`src/rtl/fifo_sync_param_pkg.sv`:
```
// fifo_sync_param_pkg: shared defaults, count type and status flags for fifo_sync_param
package fifo_sync_param_pkg;
  localparam int FIFO_WIDTH_DEF = 16;
  localparam int FIFO_DEPTH_DEF = 8;
  localparam int CNT_W_DEF = $clog2(FIFO_DEPTH_DEF + 1);
  typedef logic [CNT_W_DEF-1:0] cnt_t;
  typedef struct packed {
    logic full;
    logic empty;
    logic almostfull;
    logic almostempty;
    logic half_full;
  } fifo_status_t;
  function automatic int half_level(input int depth);
    return (depth + 1) / 2;
  endfunction
endpackage

```
`src/rtl/fifo_sync_param_ptr_ctrl.sv`:
```
// fifo_ptr_ctrl: accept decisions, wrapping pointers, occupancy count and handshake flags
module fifo_ptr_ctrl #(
  parameter int DEPTH = 8,
  parameter int CNT_W = $clog2(DEPTH + 1),
  parameter int PTR_W = $clog2(DEPTH)
) (
  input  logic             clk,
  input  logic             rst_n,
  input  logic             flush,
  input  logic             wr_en,
  input  logic             rd_en,
  output logic             wr_acc,
  output logic             rd_acc,
  output logic [PTR_W-1:0] wr_ptr,
  output logic [PTR_W-1:0] rd_ptr,
  output logic [CNT_W-1:0] count,
  output logic             wr_ack,
  output logic             overflow,
  output logic             underflow
);
  localparam logic [PTR_W-1:0] LAST = PTR_W'(DEPTH - 1);
  localparam logic [CNT_W-1:0] FULL_CNT = CNT_W'(DEPTH);
  logic full, empty;
  assign full = count == FULL_CNT;
  assign empty = count == '0;
  assign wr_acc = wr_en & ~full & ~flush;
  assign rd_acc = rd_en & ~empty & ~flush;
  always_ff @(posedge clk or negedge rst_n)
    if (!rst_n) begin
      wr_ptr <= '0;
      rd_ptr <= '0;
      count <= '0;
      wr_ack <= 1'b0;
      overflow <= 1'b0;
      underflow <= 1'b0;
    end else begin
      wr_ptr <= flush ? '0 : wr_acc ? (wr_ptr == LAST ? '0 : wr_ptr + PTR_W'(1)) : wr_ptr;
      rd_ptr <= flush ? '0 : rd_acc ? (rd_ptr == LAST ? '0 : rd_ptr + PTR_W'(1)) : rd_ptr;
      count <= flush ? '0 : count + CNT_W'(wr_acc) - CNT_W'(rd_acc);
      wr_ack <= wr_acc;
      overflow <= wr_en & full & ~flush;
      underflow <= rd_en & empty & ~flush;
    end
endmodule

```
`src/rtl/fifo_sync_param.sv`:
```
// fifo_sync_param: parametrised single-clock FIFO with levels, count, flush and optional FWFT
module fifo_sync_param
  import fifo_sync_param_pkg::*;
#(
  parameter int FIFO_WIDTH = FIFO_WIDTH_DEF,
  parameter int FIFO_DEPTH = FIFO_DEPTH_DEF,
  parameter int FWFT = 0,
  parameter int CNT_W = $clog2(FIFO_DEPTH + 1)
) (
  input  logic                  clk,
  input  logic                  rst_n,
  input  logic                  flush,
  input  logic [FIFO_WIDTH-1:0] data_in,
  input  logic                  wr_en,
  input  logic                  rd_en,
  input  logic [CNT_W-1:0]      af_level,
  input  logic [CNT_W-1:0]      ae_level,
  output logic [FIFO_WIDTH-1:0] data_out,
  output logic                  wr_ack,
  output logic                  overflow,
  output logic                  underflow,
  output logic [CNT_W-1:0]      count,
  output logic                  full,
  output logic                  empty,
  output logic                  almostfull,
  output logic                  almostempty,
  output logic                  half_full
);
  localparam int PTR_W = $clog2(FIFO_DEPTH);
  logic [FIFO_WIDTH-1:0] mem [FIFO_DEPTH];
  logic [PTR_W-1:0] wr_ptr, rd_ptr;
  logic wr_acc, rd_acc;
  fifo_status_t st;
  fifo_ptr_ctrl #(.DEPTH(FIFO_DEPTH), .CNT_W(CNT_W), .PTR_W(PTR_W)) u_ctrl (
    .clk(clk),
    .rst_n(rst_n),
    .flush(flush),
    .wr_en(wr_en),
    .rd_en(rd_en),
    .wr_acc(wr_acc),
    .rd_acc(rd_acc),
    .wr_ptr(wr_ptr),
    .rd_ptr(rd_ptr),
    .count(count),
    .wr_ack(wr_ack),
    .overflow(overflow),
    .underflow(underflow)
  );
  always_ff @(posedge clk)
    if (wr_acc) mem[wr_ptr] <= data_in;
  always_comb begin
    st.full = count == CNT_W'(FIFO_DEPTH);
    st.empty = count == '0;
    st.half_full = count >= CNT_W'(half_level(FIFO_DEPTH));
    st.almostfull = (count >= af_level) & ~st.full;
    st.almostempty = (count <= ae_level) & ~st.empty;
  end
  assign {full, empty, almostfull, almostempty, half_full} = st;
  generate
    if (FWFT != 0) begin : g_fwft
      assign data_out = st.empty ? '0 : mem[rd_ptr];
    end else begin : g_std
      always_ff @(posedge clk or negedge rst_n)
        if (!rst_n) data_out <= '0;
        else if (rd_acc) data_out <= mem[rd_ptr];
    end
  endgenerate
endmodule
```
`config.mk`:
```
export PLATFORM = sky130hd
export DESIGN_NAME = fifo_sync_param
export DESIGN_NICKNAME = d
export VERILOG_FILES = /design/src/rtl/fifo_sync_param_pkg.sv /design/src/rtl/fifo_sync_param_ptr_ctrl.sv /design/src/rtl/fifo_sync_param.sv
export SDC_FILE = /design/constraint.sdc
export NUM_CORES = 1
export LEC_CHECK = 0
export CORE_UTILIZATION = 54
export DETAILED_ROUTE_END_ITERATION = 8
export GPL_TIMING_DRIVEN = 1
export PLACE_DENSITY_LB_ADDON = 0.05
export REMOVE_ABC_BUFFERS = 1
export SLEW_MARGIN = 20
export SYNTH_ARGS = -nofsm -noshare
export SYNTH_HDL_FRONTEND = slang
export SYNTH_SLANG_ARGS = --single-unit
```
`constraint.sdc`:
```
create_clock -name clk -period 3.4 [get_ports clk]
set_clock_uncertainty 0.05 [all_clocks]
set_input_delay 0.68 -clock clk [delete_from_list [all_inputs] [get_ports clk]]
set_output_delay 0.68 -clock clk [all_outputs]
set_load 0.02 [all_outputs]
```
==> results of run 1 <==
[synth_stat cells (all sizes together), types with 3 or more instances]
cell,number
nor2,13
buf,17
or3,3
a22oi,32
o21ai,3
inv,19
nand2b,5
clkbuf,4
a21oi,9
dfrtp,29
ha,18
nor2b,5
edfxtp,128
mux2i,64
nand3,18
nand2,43
[where the power goes]
part           internal, mW  switching (mW)  leakage (nW)
sequential             2.25           0.153          1.53
clock                  1.01           0.678         0.252
combinational         0.667           0.754          1.05
total                  3.93            1.58          2.83
[worst max-delay path: cells and delay by family]
family,cells,cell delay [ns]
buf+inv,3,1.12
fa+ha+maj,1,0.25
compound gates,3,0.39
[logic make-up (layout without fill, tap and decap cells)]
logic type / count (synthesis) / in the layout
adders and majority gates: 19 / 19
and+or+nand+nor: 95 / 95
DFF: 157 / 157
muxes: 64 / 64
buffers and inverters: 40 / 121
AOI/OAI and AO/OA: 47 / 47
xor gates and xnor gates: 2 / 2
[per-layer routing]
layer,track usage,vias up
met4,0.0856,0
met1,0.279,1832
met5,0,-
met3,0.0517,12
met2,0.375,74
li1,-,1714
[how the worst min path moves through the flow]
stage	startpoint	cells after the start	slack, ns	end
after floorplan	rst_n	0	0.33	data_out[0]
after global placement	data_out[14]	2	0.41	data_out[14]
after detailed placement	data_out[11]	2	0.41	data_out[11]
after CTS	data_out[5]	2	0.43	data_out[5]
after global routing	data_out[9]	2	0.45	data_out[9]
final	data_out[11]	2	0.42	data_out[11]
[through the flow]
step / std cells / utilization / setup TNS (ns) / setup slack (ns)
final: 648 / 0.671 / 0 / 0.234
after global routing: 648 / 0.671 / 0 / 0.109
after CTS: 647 / 0.669 / 0 / 0.206
after detailed placement: 616 / 0.623 / -0.0465 / -0.0465
after global placement: 616 / 0.623 / 0 / 0.0193
after floorplan: 403 / - / 0 / 0.254
[state kept, by name, indices dropped and copies added, names as in the netlist]
| register | count |
|---|---|
| data_out | 16 |
| mem | 128 |
| u_ctrl.count | 4 |
| u_ctrl.overflow | 1 |
| u_ctrl.rd_ptr | 3 |
| u_ctrl.underflow | 1 |
| u_ctrl.wr_ack | 1 |
| u_ctrl.wr_ptr | 3 |
[area by class of cell]
type	count	area, um^2
clock buffer	22	454
timing repair buffer	71	717
inverter	19	76.3
clock inverter	9	71.3
fill	855	3810
sequential	157	4570
multi-input combinational	227	1690
tap	143	179
[cell usage in the layout, fill, tap and decap left out, drive strengths merged, types with 6 or more instances in the layout]
cell type and instances:
nand2 43, nand3 18, mux2i 64, ha 18, a22oi 32, clkbuf 22
buf 15, inv 19, clkinv 6, a21oi 9, edfxtp 128, dfrtp 29
clkdlybuf4s50 55, nor2 13
==> run_results.csv, run 1 <==
group,metric,value,unit
status,status,"finished, violations left",
status,failed_checks,"design-rule violations",
power,power_density,710,nW/um^2
critical_path,crit_required,2.67,ns
clock_tree,cts_resized,1,
timing,hold_viol,0,
synthesis,ys_seq_area_frac,0.706,
cells_and_area,fin_area,7760,um^2
clock_tree,cts_max_path_buffers,2,
clock_tree,cts_root_buf,"clkbuf_16",
critical_path,timing.rr.start,"u_ctrl.count[2]",
timing,worst_pin_slew,0.992,ns
critical_path,worstSetupPathType,"in2out",
global_routing,grt_usage,0.222,
global_routing,grt_pass1_vias,3797,
floorplan,fp.dieH,112,um
synthesis,synth_cells,424,
clock_tree,postCtsSetupRepairBufs,0,
cells_and_area,syn_to_final_growth,19.8,%
route,wirelength,12700,um
clock_tree,htree_levels,4,
min_path,hold_class,"reg2reg",
cells_and_area,diodes,0,
timing,whs,0.420,ns
critical_path,rr_worst_depth,11,
critical_path,crit_path_end,"almostfull",
synthesis,syn_area,6470,um^2
floorplan,io_pins,57,
cells_and_area,drive_gt1_frac,0.0931,
route,m1WireLength,5610,um
critical_path,critPathSlowestCell,"clkdlybuf4s50_1",
critical_path,worst-r2r-setup-slack,0.65,ns
critical_path,endpoint_kind,"primary output",
timing,setup_viol,0,
power,p_leak,2.83,nW
timing,slew_headroom,0.336,
synthesis,synthAdderAreaFrac,0.0379,
synthesis,ys_types,34,
synthesis,ys_top_cells_by_area,"edfxtp_1 59%, dfrtp_1 11%, mux2i_1 9.9%, a22oi_1 3.7%, ha_1 3.5%",
floorplan,fp-row-count,39,
timing,max_freq,0.316,GHz
critical_path,reg2reg_to,"u_ctrl.count[2]",
run,maxCapViolCount,0,
route,drt-pass1-iter-count,9,
floorplan,coreArea,11600,um^2
route,wl_met2,6440,um
synthesis,synth_xor_area_frac,0.00271,
critical_path,critical_path.startpoint,"af_level[1]",
critical_path,start_kind,"primary input",
clock_tree,clkSinkCount,157,
cells_and_area,fin_nets,541,
floorplan,die_w,112,um
placed_design,hpwl,7320,um
clock_tree,hold_buffers,0,
global_routing,grt_start_max_net_pins,68,
timing,min_period,3.17,ns
critical_path,slowest_delay,0.62,ns
route,viasPerCell,5.60,
route,drtIter0Drc,251,
synthesis,synth-simple-area-share,0.0690,
timing,post-route-period-util,0.931,
placed_design,portBuffers,56,
placed_design,place_area,7210,um^2
placed_design,gp_congestion,0.738,
power,ir_drop,0.481,mV
synthesis,synth_top_area_share,0.594,
synthesis,synth_top_family_by_area,"multiplexers",
critical_path,cp_cell_sequence,"clkdlybuf4s50_1, inv_1, ha_1, a21boi_0, o21ai_0, a21oi_1, clkdlybuf4s50_1",
route,drcViolationCount,7,
clock_tree,clk_latency,0.41,ns
route,top_layer_used,"met4",
route,dr_wl_met3,478,um
global_routing,grt_pass1_wl,20100,um
clock_tree,tritoncts,"yes",
synthesis,synth_flop_cell,"edfxtp_1",
route,ant_nets,0,
power,fin_total_pwr,5.51,mW
clock_tree,cts_buffers,17,
route,wl_per_cell,19.6,um
synthesis,ys_ff_latch,157,
critical_path,crit_top_cell,"clkdlybuf4s50_1",
clock_tree,path_clk_slew,0.06,ns
synthesis,synth_mux_area_frac,0.0989,
timing,rsz0062_at_grt,"false",
synthesis,synthArstFlopShare,0.185,
floorplan,initial_utilization,0.560,
synthesis,yosys_warnings,0,
global_routing,grt_overflow,0,
timing,drv_slew,0,
route,vias,3632,
floorplan,die_area,12400,um^2
critical_path,arrival,2.44,ns
synthesis,syn_avg_cell_area,15.3,um^2
critical_path,cp_max_fo,1,
synthesis,synth_edf_count,128,
synthesis,synth_compound_area_frac,0.0499,
global_routing,antenna_found_initial,0,
synthesis,synth_area_leader_cell,"edfxtp_1",
Note: power is estimated with default switching activity, not from simulation.
==> run 2, diff against run 1 <==
--- a/config.mk
+++ b/config.mk
@@ -8,7 +8,7 @@
 export CORE_UTILIZATION = 54
 export DETAILED_ROUTE_END_ITERATION = 8
 export GPL_TIMING_DRIVEN = 1
-export PLACE_DENSITY_LB_ADDON = 0.05
+export PLACE_DENSITY_LB_ADDON = 0.3
 export REMOVE_ABC_BUFFERS = 1
 export SLEW_MARGIN = 20
 export SYNTH_ARGS = -nofsm -noshare
==> run 2 against run 1 <==
Compared with the run above: the flow still finishes with violations (design-rule violations); clock power rose by 4%; sequential cell count did not move; utilization fell by 0.087 points; first-iteration DRC count fell by 12%; routed wire length fell by 1.6%; sequential share of layout area rose by 0.076 points; via count barely moved; power rose by 1.3%; non-clock buffer count fell by 3; count of clock-buffer cells in the layout rose by 4; hold slack improved by 0.0010 ns.
==> run_results.csv, run 2 (synthesis gave the netlist of run 1 again) <==
group,metric,value,unit
route,ant_nets,0,
power,power_density,720,nW/um^2
global_routing,grt_usage,0.216,
status,failed_checks,"design-rule violations",
floorplan,io_pins,57,
clock_tree,cts_root_buf,"clkbuf_16",
clock_tree,clk_latency,0.42,ns
power,pwr-share-clk,0.316,
global_routing,grt_overflow,0,
critical_path,slowest_delay,0.61,ns
timing,min_period,3.27,ns
cells_and_area,diodes,0,
timing,setup_viol,0,
timing,drv_slew,0,
timing,post-route-period-util,0.962,
cells_and_area,layout_common_cells,"128 x edfxtp_1, 64 x mux2i_1, 55 x clkdlybuf4s50_1",
clock_tree,clkSinkCount,157,
critical_path,endpoint_kind,"primary output",
critical_path,cp_max_fo,1,
placed_design,portBuffers,56,
placed_design,gp_congestion,0.730,
floorplan,initial_utilization,0.560,
clock_tree,cts_resized,1,
clock_tree,cts_buffers,17,
status,status,"finished, violations left",
route,top_layer_used,"met4",
timing,layout_setup_ws,0.129,ns
timing,whs,0.421,ns
critical_path,worstSetupPathType,"in2out",
critical_path,critPathBufInv,3,
cells_and_area,fin_area,7750,um^2
route,wl_per_cell,19.3,um
min_path,hold_class,"reg2reg",
floorplan,die_area,12400,um^2
critical_path,crit_required,2.67,ns
power,p_sw_frac,0.284,
floorplan,die_w,112,um
cells_and_area,largest_reg_flops,128,
global_routing,grt_pass1_vias,3695,
cells_and_area,top_register,"mem",
clock_tree,path_clk_slew,0.05,ns
route,drcViolationCount,8,
placed_design,hpwl,7310,um
route,wl_met2,6260,um
route,viasPerCell,5.62,
timing,rsz0062_at_grt,"false",
route,m1WireLength,5610,um
global_routing,antenna_found_initial,0,
floorplan,coreArea,11600,um^2
global_routing,grt_pass1_wl,19500,um
floorplan,fp.dieH,112,um
cells_and_area,layout_commonest_cell,"edfxtp_1",
route,wirelength,12500,um
placed_design,dpl_worst_slack,-0.0469,ns
power,intPower,4.00,mW
power,combPwrFrac,0.254,
route,drt-pass1-iter-count,6,
power,seqPwrFrac,0.430,
timing,slew_headroom,0.382,
floorplan,fp-row-count,39,
clock_tree,cts_max_path_buffers,2,
clock_tree,postCtsSetupRepairBufs,0,
critical_path,start_kind,"primary input",
power,switchingPower,1.59,mW
power,p_leak,2.83,nW
power,ir_drop,0.392,mV
global_routing,grt_start_max_net_pins,68,
critical_path,critPathSlowestCell,"clkdlybuf4s50_1",
route,vias,3631,
cells_and_area,drive_gt1_frac,0.0954,
cells_and_area,largest_registers,"mem: 128 flops, data_out: 16 flops, u_ctrl.count: 4 flops",
critical_path,cp_top_family,"buffers and inverters",
timing,worst_pin_slew,0.922,ns
route,dr_wl_met3,398,um
route,drtIter0Drc,221,
power,fin_total_pwr,5.58,mW
critical_path,cp_cell_sequence,"clkdlybuf4s50_1, inv_1, ha_1, a21boi_0, o21ai_0, a21oi_1, clkdlybuf4s50_1",
run,maxCapViolCount,0,
cells_and_area,syn_to_final_growth,19.7,%
timing,hold_viol,0,
timing,max_freq,0.306,GHz
critical_path,arrival,2.54,ns
clock_tree,htree_levels,4,
critical_path,crit_top_cell,"clkdlybuf4s50_1",
clock_tree,tritoncts,"yes",
clock_tree,hold_buffers,0,
cells_and_area,final_util,0.670,
placed_design,place_area,7160,um^2
cells_and_area,fin_nets,538,
run 2: final timing paths:
| kind | from | endpoint | slack [ns] | cells after the start |
|---|---|---|---|---|
| worst max-delay path | af_level[1] | almostfull | 0.13 | 7 |
| worst min-delay path | data_out[1] | data_out[1] | 0.42 | 2 |
| worst max register to register | u_ctrl.count[2] | u_ctrl.count[2] | 0.65 | 11 |
| worst min register to register | data_out[1] | data_out[1] | 0.42 | 2 |
| max in group asynchronous | rst_n | data_out[8] | 1.88 | 2 |
| min in group asynchronous | rst_n | u_ctrl.rd_ptr[1] | 0.69 | 1 |
run 2: worst min-delay path, delay by kind of cell (launching register included):
family	cells	cell delay, ns
flops	1	0.34
simple gates	2	0.10
run 2: power by group through the flow:
stage	clock network (mW)	registers, mW	logic [mW]
6_report	1.76	2.40	1.42
5_1_grt	1.88	2.42	1.54
4_1_cts	1.79	2.48	1.34
3_5_place_dp	0	2.52	1.34
3_3_place_gp	0	2.51	1.30
2_1_floorplan	0	2.60	0.712
run 2: stage by stage:
stage / cells / setup TNS (ns)
3_5_place_dp: 613 / -0.0469
6_report: 646 / 0
2_1_floorplan: 403 / 0
4_1_cts: 645 / 0
5_1_grt: 646 / 0
3_3_place_gp: 613 / 0
run 2: cell type report:
class                      count  area, um^2
sequential                   157        4570
fill                         802        3820
multi-input combinational    227        1690
timing repair buffer          68         669
clock buffer                  26         499
tap                          143         179
inverter                      19        76.3
clock inverter                 6        61.3
run 2: routing by layer:
metal  vias to the layer above  global-route usage
li1                       1711                   -
met1                      1837               0.270
met2                        65               0.363
met3                        18              0.0463
met4                         0              0.0973
met5                         -                   0
==> run 3, diff against run 2 <==
--- a/config.mk
+++ b/config.mk
@@ -5,7 +5,7 @@
 export SDC_FILE = /design/constraint.sdc
 export NUM_CORES = 1
 export LEC_CHECK = 0
-export CORE_UTILIZATION = 54
+export CORE_UTILIZATION = 52
 export DETAILED_ROUTE_END_ITERATION = 8
 export GPL_TIMING_DRIVEN = 1
 export PLACE_DENSITY_LB_ADDON = 0.3
==> constraint.sdc (replaced) <==
create_clock -name clk -period 3 [get_ports clk]
set_clock_uncertainty 0.05 [all_clocks]
set_input_delay 0.6 -clock clk [delete_from_list [all_inputs] [get_ports clk]]
set_output_delay 0.6 -clock clk [all_outputs]
set_load 0.02 [all_outputs]
==> run 3 against run 2 <==
Compared with the run above: the run now ends clean; cell count is 4.6% higher; design area increased by 0.42%; combinational power rose by 15%; global-route usage fell by 0.81 points; largest cell class unchanged; clock power grew 2%; critical path depth grew 1; sequential cell count unchanged; highest routed layer unchanged; non-clock buffer count rose by 5; count of clock-buffer cells in the layout fell by 6.
==> run_results.csv, run 3 (synthesis gave the netlist of run 1 again) <==
group,metric,value,unit
status,status,"completed",
cells_and_area,syn_to_final_growth,20.2,%
cells_and_area,multi_input_area,1690,um^2
clock_tree,clkSinkCount,157,
cells_and_area,regArea,4570,um^2
cells_and_area,top_register,"mem",
floorplan,initial_utilization,0.537,
route,drcViolationCount,0,
critical_path,reg2reg_to,"u_ctrl.count[1]",
cells_and_area,drive_gt1_frac,0.0965,
critical_path,crit_required,2.35,ns
clock_tree,htree_levels,4,
route,drtIter0Drc,375,
timing,min_period,2.93,ns
critical_path,cp_cell_sequence,"clkdlybuf4s50_1, inv_1, ha_1, nor2b_1, o21ai_0, a21oi_1, a211oi_1, buf_2",
critical_path,cp_max_fo,2,
route,wl_per_cell,18.8,um
clock_tree,cts_root_buf,"clkbuf_16",
clock_tree,cts_max_path_buffers,2,
clock_tree,tritoncts,"yes",
timing,worst_pin_slew,0.938,ns
power,pwr-share-clk,0.292,
route,ant_nets,0,
global_routing,antenna_found_initial,0,
timing,max_freq,0.341,GHz
power,power_density,790,nW/um^2
cells_and_area,layout_common_cells,"128 x edfxtp_1, 64 x mux2i_1, 52 x clkdlybuf4s50_1",
critical_path,rr_worst_depth,11,
timing,layout_setup_ws,0.0657,ns
clock_tree,postCtsSetupRepairBufs,0,
global_routing,grt_overflow,0,
placed_design,portBuffers,56,
placed_design,gp_congestion,0.752,
floorplan,coreArea,12100,um^2
critical_path,arrival,2.28,ns
power,intPower,4.34,mW
global_routing,grt_pass1_wl,19100,um
critical_path,critPathSlowestCell,"clkdlybuf4s50_1",
power,combPwrFrac,0.266,
cells_and_area,largest_reg_flops,128,
floorplan,die_area,12900,um^2
min_path,hold_class,"reg2reg",
route,viasPerCell,5.45,
power,seqPwrFrac,0.441,
power,p_leak,2.85,nW
cells_and_area,diodes,0,
critical_path,endpoint_kind,"primary output",
cells_and_area,layout_commonest_cell,"edfxtp_1",
placed_design,dpl_worst_slack,-0.416,ns
run,maxCapViolCount,0,
critical_path,start_kind,"primary input",
cells_and_area,largest_registers,"mem: 128 flops, data_out: 16 flops, u_ctrl.count: 4 flops",
power,ir_drop,0.405,mV
global_routing,grt_pass1_vias,3601,
timing,post-route-period-util,0.978,
floorplan,fp-row-count,40,
clock_tree,cts_buffers,17,
timing,setup_viol,0,
clock_tree,path_clk_slew,0.06,ns
floorplan,io_pins,57,
min_path,min_from,"data_out[1]",
power,p_sw_frac,0.293,
clock_tree,hold_buffers,0,
timing,slew_headroom,0.374,
clock_tree,clk_latency,0.41,ns
timing,drv_slew,0,
critical_path,timing.rr.start,"u_ctrl.count[2]",
min_path,hold_end,"data_out[1]",
placed_design,hpwl,7270,um
cells_and_area,final_util,0.645,
timing,hold_viol,0,
floorplan,fp.dieH,114,um
global_routing,grt_start_max_net_pins,68,
floorplan,die_w,114,um
min_path,hold_depth,2,
route,vias,3684,
power,switchingPower,1.80,mW
critical_path,worstSetupPathType,"in2out",
critical_path,slowest_delay,0.47,ns
route,wirelength,12700,um
global_routing,grt_usage,0.208,
route,drt-pass1-iter-count,5,
cells_and_area,fin_nets,543,
cells_and_area,nFillCells,887,
timing,rsz0062_at_grt,"false",
critical_path,worst-r2r-setup-slack,0.34,ns
## run 3: cell count changes in the layout (fill, tap and decap cells not counted), sizes merged, moves of 3 or more
cell and delta:
buf +6, clkbuf -6, clkinv +8, clkdlybuf4s50 -3
## run 3: layout make-up
type                            count  share of cell area
Sequential cell                   157               0.588
Multi-Input combinational cell    227               0.217
Timing Repair Buffer               73              0.0952
Clock buffer                       20              0.0561
Tap cell                          168              0.0270
Inverter                           19             0.00981
Clock inverter                     12             0.00724
## run 3: layer usage
metal,vias to the layer above,wire length [um],track usage
met5,-,0,0
met4,0,223,0.0833
met3,20,633,0.0473
met2,111,6490,0.350
met1,1836,5370,0.262
li1,1717,-,-
## run 3: what timing repair did
| action | 4_1_cts | 5_1_grt |
|---|---|---|
| setup endpoints to repair | 4 | 1 |
| endpoints found under the hold margin | 0 | 0 |
| resized for setup | 8 | 1 |
## run 3: power groups by stage
stage               clock network [mW]  registers (mW)  logic (mW)
floorplan                            0            2.95       0.807
global placement                     0            2.84        1.49
detailed placement                   0            2.85        1.54
CTS                               1.82            2.81        1.54
global route                      1.91            2.74        1.78
finish                            1.80            2.71        1.64
## run 3: worst max-delay path by stage
stage	startpoint	endpoint	slack, ns
floorplan	u_ctrl.count[2]	mem[0][0]	-0.15
finish	ae_level[1]	almostempty	0.07
global placement	ae_level[1]	almostempty	-0.21
CTS	u_ctrl.count[2]	empty	0.05
detailed placement	ae_level[1]	almostempty	-0.42
global route	ae_level[1]	almostempty	0.002
## run 3: through the flow
step | total power [mW] | cells | hold WS, ns | area (um^2) | setup TNS, ns
after floorplan | 3.76 | 403 | 0.254 | 6320 | -2.69
after global placement | 4.33 | 643 | 0.410 | 7260 | -0.214
after detailed placement | 4.39 | 643 | 0.412 | 7260 | -0.416
after CTS | 6.17 | 675 | 0.427 | 7750 | 0
after global routing | 6.42 | 676 | 0.444 | 7780 | 0
final | 6.14 | 676 | 0.420 | 7780 | 0
## run 3: worst max-delay path: cells and delay by family
family	cells	cell delay, ns
compound gates	3	0.50
simple gates	1	0.14
buf+inv	3	0.75
fa+ha+maj	1	0.30
